--- src/rtl/ca_prng_pkg.sv ---
// Shared types and the elementary-CA rule lookup for the CA PRNG checker.
package ca_prng_pkg;

    typedef enum logic [1:0] {
        HUNT   = 2'd0,
        SYNC   = 2'd1,
        LOCKED = 2'd2
    } ca_state_e;

    // nbhd is {left, centre, right}; boundary cells must already be zero-padded by the caller.
    function automatic logic ca_rule_bit(input logic [7:0] rule, input logic [2:0] nbhd);
        return rule[nbhd];
    endfunction

endpackage

--- src/rtl/ca_rule_eval.sv ---
// Combinational one-step evaluation of an elementary CA with null (zero) boundary cells.
module ca_rule_eval
    import ca_prng_pkg::*;
#(
    parameter int unsigned ARRAY_WIDTH = 11,
    parameter logic [7:0]  RULE        = 8'd30
) (
    input  logic [ARRAY_WIDTH-1:0] i_cells,
    output logic [ARRAY_WIDTH-1:0] o_next
);

    logic [ARRAY_WIDTH+1:0] padded;

    always_comb begin
        padded = {1'b0, i_cells, 1'b0};
        o_next = '0;
        for (int unsigned i = 0; i < ARRAY_WIDTH; i++) begin
            o_next[i] = ca_rule_bit(RULE, padded[i +: 3]);
        end
    end

endmodule

--- config.mk ---
export PLATFORM = sky130hd
export DESIGN_NAME = ca_rule_eval
export DESIGN_NICKNAME = d
export VERILOG_FILES = /design/src/rtl/ca_prng_pkg.sv /design/src/rtl/ca_rule_eval.sv
export SDC_FILE = /design/constraint.sdc
export NUM_CORES = 1
export LEC_CHECK = 0
export ABC_AREA = 1
export CELL_PAD_IN_SITES_DETAIL_PLACEMENT = 0
export CELL_PAD_IN_SITES_GLOBAL_PLACEMENT = 1
export CORE_UTILIZATION = 13
export DETAILED_ROUTE_END_ITERATION = 7
export GPL_ROUTABILITY_DRIVEN = 0
export PLACE_DENSITY = 0.86
export SYNTH_ARGS = -nofsm -noshare
export SYNTH_HDL_FRONTEND = slang
export SYNTH_SLANG_ARGS = --single-unit
--- constraint.sdc ---
create_clock -name vclk -period 0.8
set_clock_uncertainty 0.2 [all_clocks]
set_input_delay 0.16 -clock vclk [all_inputs]
set_output_delay 0.16 -clock vclk [all_outputs]
set_load 0.01 [all_outputs]
==> results of run 1 <==
area by class of cell:
type	instances	area, um^2
Fill cell	123	611.8
Timing Repair Buffer	23	242.7
Tap cell	14	17.52
Multi-Input combinational cell	27	225.2
Inverter	11	88.84
worst max-delay path: cells and delay by family:
family | cells | cell delay, ns
buf+inv | 3 | 0.29
fa+ha+maj | 1 | 0.14
xor+xnor | 1 | 0.10
cells by family (layout without fill, tap and decap cells):
kind of cell             Yosys count  after routing  share of synthesized area [%]
XOR/XNOR                           1              1                          4.965
AO/OA/AOI/OAI                      8              8                          22.70
buffers and inverters             11             34                          23.40
adder cells (fa/ha/maj)            1              1                          7.091
AND/OR/NAND/NOR                   17             17                          41.84
per-stage QoR:
step / std cells / area [um^2] / power (uW)
floorplan: 38 / 225.2 / 112.2
global placement: 75 / 470.5 / 285.3
detailed placement: 75 / 470.5 / 285.3
CTS: 76 / 509.2 / 307.0
global route: 75 / 574.3 / 363.2
finish: 75 / 574.3 / 338.8
layout by cell type (no fill, tap or decap), types with 2 or more instances in the layout:
cell / synthesis / final
nand3_1: 8 / 2
buf_6: 0 / 6
inv_6: 0 / 5
buf_2: 0 / 9
buf_8: 0 / 6
nand2_1: 9 / 8
inv_4: 0 / 4
buf_12: 0 / 2
o21ai_2: 0 / 7
nand3_2: 0 / 6
worst min path at each step:
| stage | startpoint | end | cells after the start |
|---|---|---|---|
| 3_3_place_gp | i_cells[10] | o_next[10] | 4 |
| 3_5_place_dp | i_cells[10] | o_next[10] | 4 |
| 4_1_cts | i_cells[9] | o_next[10] | 4 |
| 2_1_floorplan | i_cells[2] | o_next[1] | 1 |
| 5_1_grt | i_cells[10] | o_next[10] | 4 |
| 6_report | i_cells[10] | o_next[10] | 4 |
layer usage:
layer / share of wire, % / vias to the layer above / track usage, %
li1: - / 170 / -
met1: 47 / 140 / 14.19
met2: 50 / 5 / 14.58
met3: 3.6 / 0 / 0
met4: 0 / 0 / 0
met5: 0 / - / 0
what timing repair did:
item	CTS	global route
hold endpoints to repair	0	0
gates resized for setup	140	20
pin swaps	16	14
buffers inserted	1	0
setup endpoints to repair	11	11
report_power, final:
group	switching (uW)	total [uW]	internal, uW
Clock	0	0	0
Combinational	155	339	184
Sequential	0	0	0
==> results.cfg, run 1 <==
[outcome]
status = finished, violations left
violations = setup timing

[synthesis]
netlist_area_um2 = 176.4
synth_seq_area_share_pct = 0
yosysWarnings = 0
synthTopCellsByCount = inv_1, nand2_1, nand3_1
synthDistinctLibCells = 8
synth_top_cell_area_share_pct = 22.70
syn_inst = 38
mappedNetlistNets = 50
synthTopCellsByArea = nand3_1, inv_1, nand2_1
yosysTopAreaCell = nand3_1
yosysMostFrequentCell = inv_1
avgSynthCellArea_um2 = 4.643

[placed_design]
numPortBuffers = 22
place_hpwl_um = 531.9
pre_cts_ws_ns = -1.181

[floorplanning]
core_area_um2 = 1186
row_count = 12
ios = 22
die-area_um2 = 1509
die_y_um = 38.84
start_util_pct = 14.87
die_x_um = 38.84

[routing]
ant_nets = 0
first_iter_violations = 2
firstDrtPassIters = 2
drcViolationCount = 0
wl_um = 700
via_count = 315
via_per_inst = 4.200
avgRoutedWirePerCell_um = 9.333

[sta]
hold_viol = 0
rsz0062_at_grt = true
finalSetupViolCount = 11
fin_crit_sh_pct = 131.8
layout_min_cycle_time_ns = 1.055
tns_ns = -1.579
slew_headroom_pct = 93.22
finalHoldWorstSlack_ns = 0.3869
tightest_slew_ns = 0.1010
postLayoutSetupSlackWorst_ns = -0.2546
clock.fmax_ghz = 0.9482
drv_slew = 0

[worst_hold_path]
holdCritPathClass = in -> out

[worst_setup_path]
end_kind = output port
crit_type = in -> out
critPathArrivalTime_ns = 0.69
cp_slowest_cell = ha_4
crit_path_start_kind = input pin
crit_required_ns = 0.44
cp_slowest_stage_delay_ns = 0.14
cp-endpoint = o_next[1]
crit_start = i_cells[1]
crit_fanout = 2
worstPathCellList = buf_12, inv_12, ha_4, xnor2_4, buf_2

[layout]
drive_gt1_share_pct = 81.97
seqCellArea_um2 = 0
nNetsFinal = 75
area_delta_synth_final_pct = 225.5
n_clock_buffer = 0
antenna_cells = 0
design.seq.count = 0
fin_util_pct = 48.42

[grt]
antenna_found_initial = 0
grt_pass1_vias = 245
grt_overflow = 0
grt_max_degree = 5
grt_first_pass_wirelength_mm = 1.041
grt_usage_pct = 9.112

[pwr]
pwr_density_cell_nw_per_um2 = 590.0
ir_drop_mv = 0.3040
p_leak_uw = 0.0002723

[flow_run]
cap_violations = 0

[clocking]
holdBufCountCts = 0
Power figures use the tool's default switching activity.
==> inputs of run 2 (changes only) <==
- REMOVE_ABC_BUFFERS: unset -> 1
==> run 2 against run 1 <==
The run still ends with setup timing left; combinational power fell by 14%; count of clock-buffer cells in the layout did not move; cell area fell by 14%; maximum frequency rose by 3.1%; via count rose by 7.6%; first-iteration DRC count fell by 100%; sequential share of layout area did not move; die area did not move; worst hold slack got worse by 0.00068 ns; final cell count fell by 1.3%; setup slack improved by 0.032 ns.
==> results.cfg, run 2 (synthesis results as in run 1) <==
[flow_run]
cap_violations = 0

[sta]
rsz0062_at_grt = true
drv_slew = 0
finalSetupViolCount = 11
tns_ns = -1.566
fin_crit_sh_pct = 127.9
hold_viol = 0
clock.fmax_ghz = 0.9774
layout_min_cycle_time_ns = 1.023
postLayoutSetupSlackWorst_ns = -0.2231
slew_headroom_pct = 92.02
tightest_slew_ns = 0.1197

[worst_setup_path]
worstPathCellList = buf_8, inv_4, ha_4, xnor2_1, buf_2
crit_type = in -> out
crit_fanout = 2
cp_slowest_cell = ha_4
crit_required_ns = 0.44
critPathBufInv = 3
critPathArrivalTime_ns = 0.66
end_kind = output port
crit_path_start_kind = input pin
cp_top_family = buffers and inverters
cp_slowest_stage_delay_ns = 0.14

[clocking]
postCtsSetupBuffers = 0
holdBufCountCts = 0

[grt]
grt_usage_pct = 9.586
grt_overflow = 0
grt_max_degree = 5
antenna_found_initial = 0
grt_first_pass_wirelength_mm = 1.069
grt_pass1_vias = 277

[pwr]
totalPowerFinal_uw = 293.3
p_leak_uw = 0.0002478
pwr_density_cell_nw_per_um2 = 593.5
ir_drop_mv = 0.3108

[routing]
wl_um = 724
firstDrtPassIters = 1
via_count = 339
via_per_inst = 4.581
drcViolationCount = 0
ant_nets = 0
avgRoutedWirePerCell_um = 9.784
first_iter_violations = 0

[layout]
mostFrequentLayoutCells = buf_2, nand2_1, o21ai_2
n_clock_buffer = 0
nFillCells = 138
layout_commonest_cell = buf_2
area_delta_synth_final_pct = 180.1
seqCellArea_um2 = 0
antenna_cells = 0
nNetsFinal = 74
design.seq.count = 0
drive_gt1_share_pct = 75.00

[placed_design]
numPortBuffers = 22
place_hpwl_um = 512.7
pre_cts_ws_ns = -1.126

[floorplanning]
row_count = 12
die-area_um2 = 1509
die_x_um = 38.84
die_y_um = 38.84
start_util_pct = 14.87
core_area_um2 = 1186
ios = 22

[outcome]
status = finished, violations left
violations = setup timing

[worst_hold_path]
holdCritPathClass = in -> out
[run 2: cell count changes in the layout (fill, tap and decap cells not counted), moves of 2 or more]
cell     change
inv_4        +3
nand3_1      +3
inv_6        -3
buf_6        -2
buf_2        +2
nand3_2      -3
[run 2: layout make-up]
type | count | area, um^2 | area share, %
inverter | 11 | 68.82 | 13.92
multi-input combinational | 27 | 192.7 | 38.99
timing repair buffer | 22 | 215.2 | 43.54
tap | 14 | 17.52 | 3.544
[run 2: metal layers]
metal,GRT usage [%],share of wire [%],vias to the layer above
li1,-,-,171
met1,8.784,35,162
met2,22.92,61,6
met3,0,3.7,0
met4,0,0,0
met5,0,0,-
[run 2: per-stage QoR]
| stage | hold WS (ns) | std cells | instance area (um^2) | utilization [%] |
|---|---|---|---|---|
| CTS | 0.3902 | 74 | 440.4 | 37.13 |
| floorplan | 0.1961 | 38 | 176.4 | - |
| detailed placement | 1.139 | 74 | 414.1 | 34.92 |
| global route | 0.3987 | 74 | 494.2 | 41.67 |
| global placement | 1.127 | 74 | 414.1 | 34.92 |
| finish | 0.3862 | 74 | 494.2 | 41.67 |
[run 2: power breakdown]
| part | total (uW) | internal (uW) | switching, uW |
|---|---|---|---|
| Clock | 0 | 0 | 0 |
| Combinational | 293 | 155 | 138 |
| Sequential | 0 | 0 | 0 |
[run 2: repair_timing]
action                                  CTS  global route
resized for setup                       139            15
pin swaps                                14            10
endpoints found under the setup margin   11            11
[run 2: final timing paths]
path / startpoint / end / slack [ns] / cells after the start
setup / recovery: i_cells[1] / o_next[1] / -0.22 / 5
hold / removal: i_cells[10] / o_next[10] / 0.39 / 4
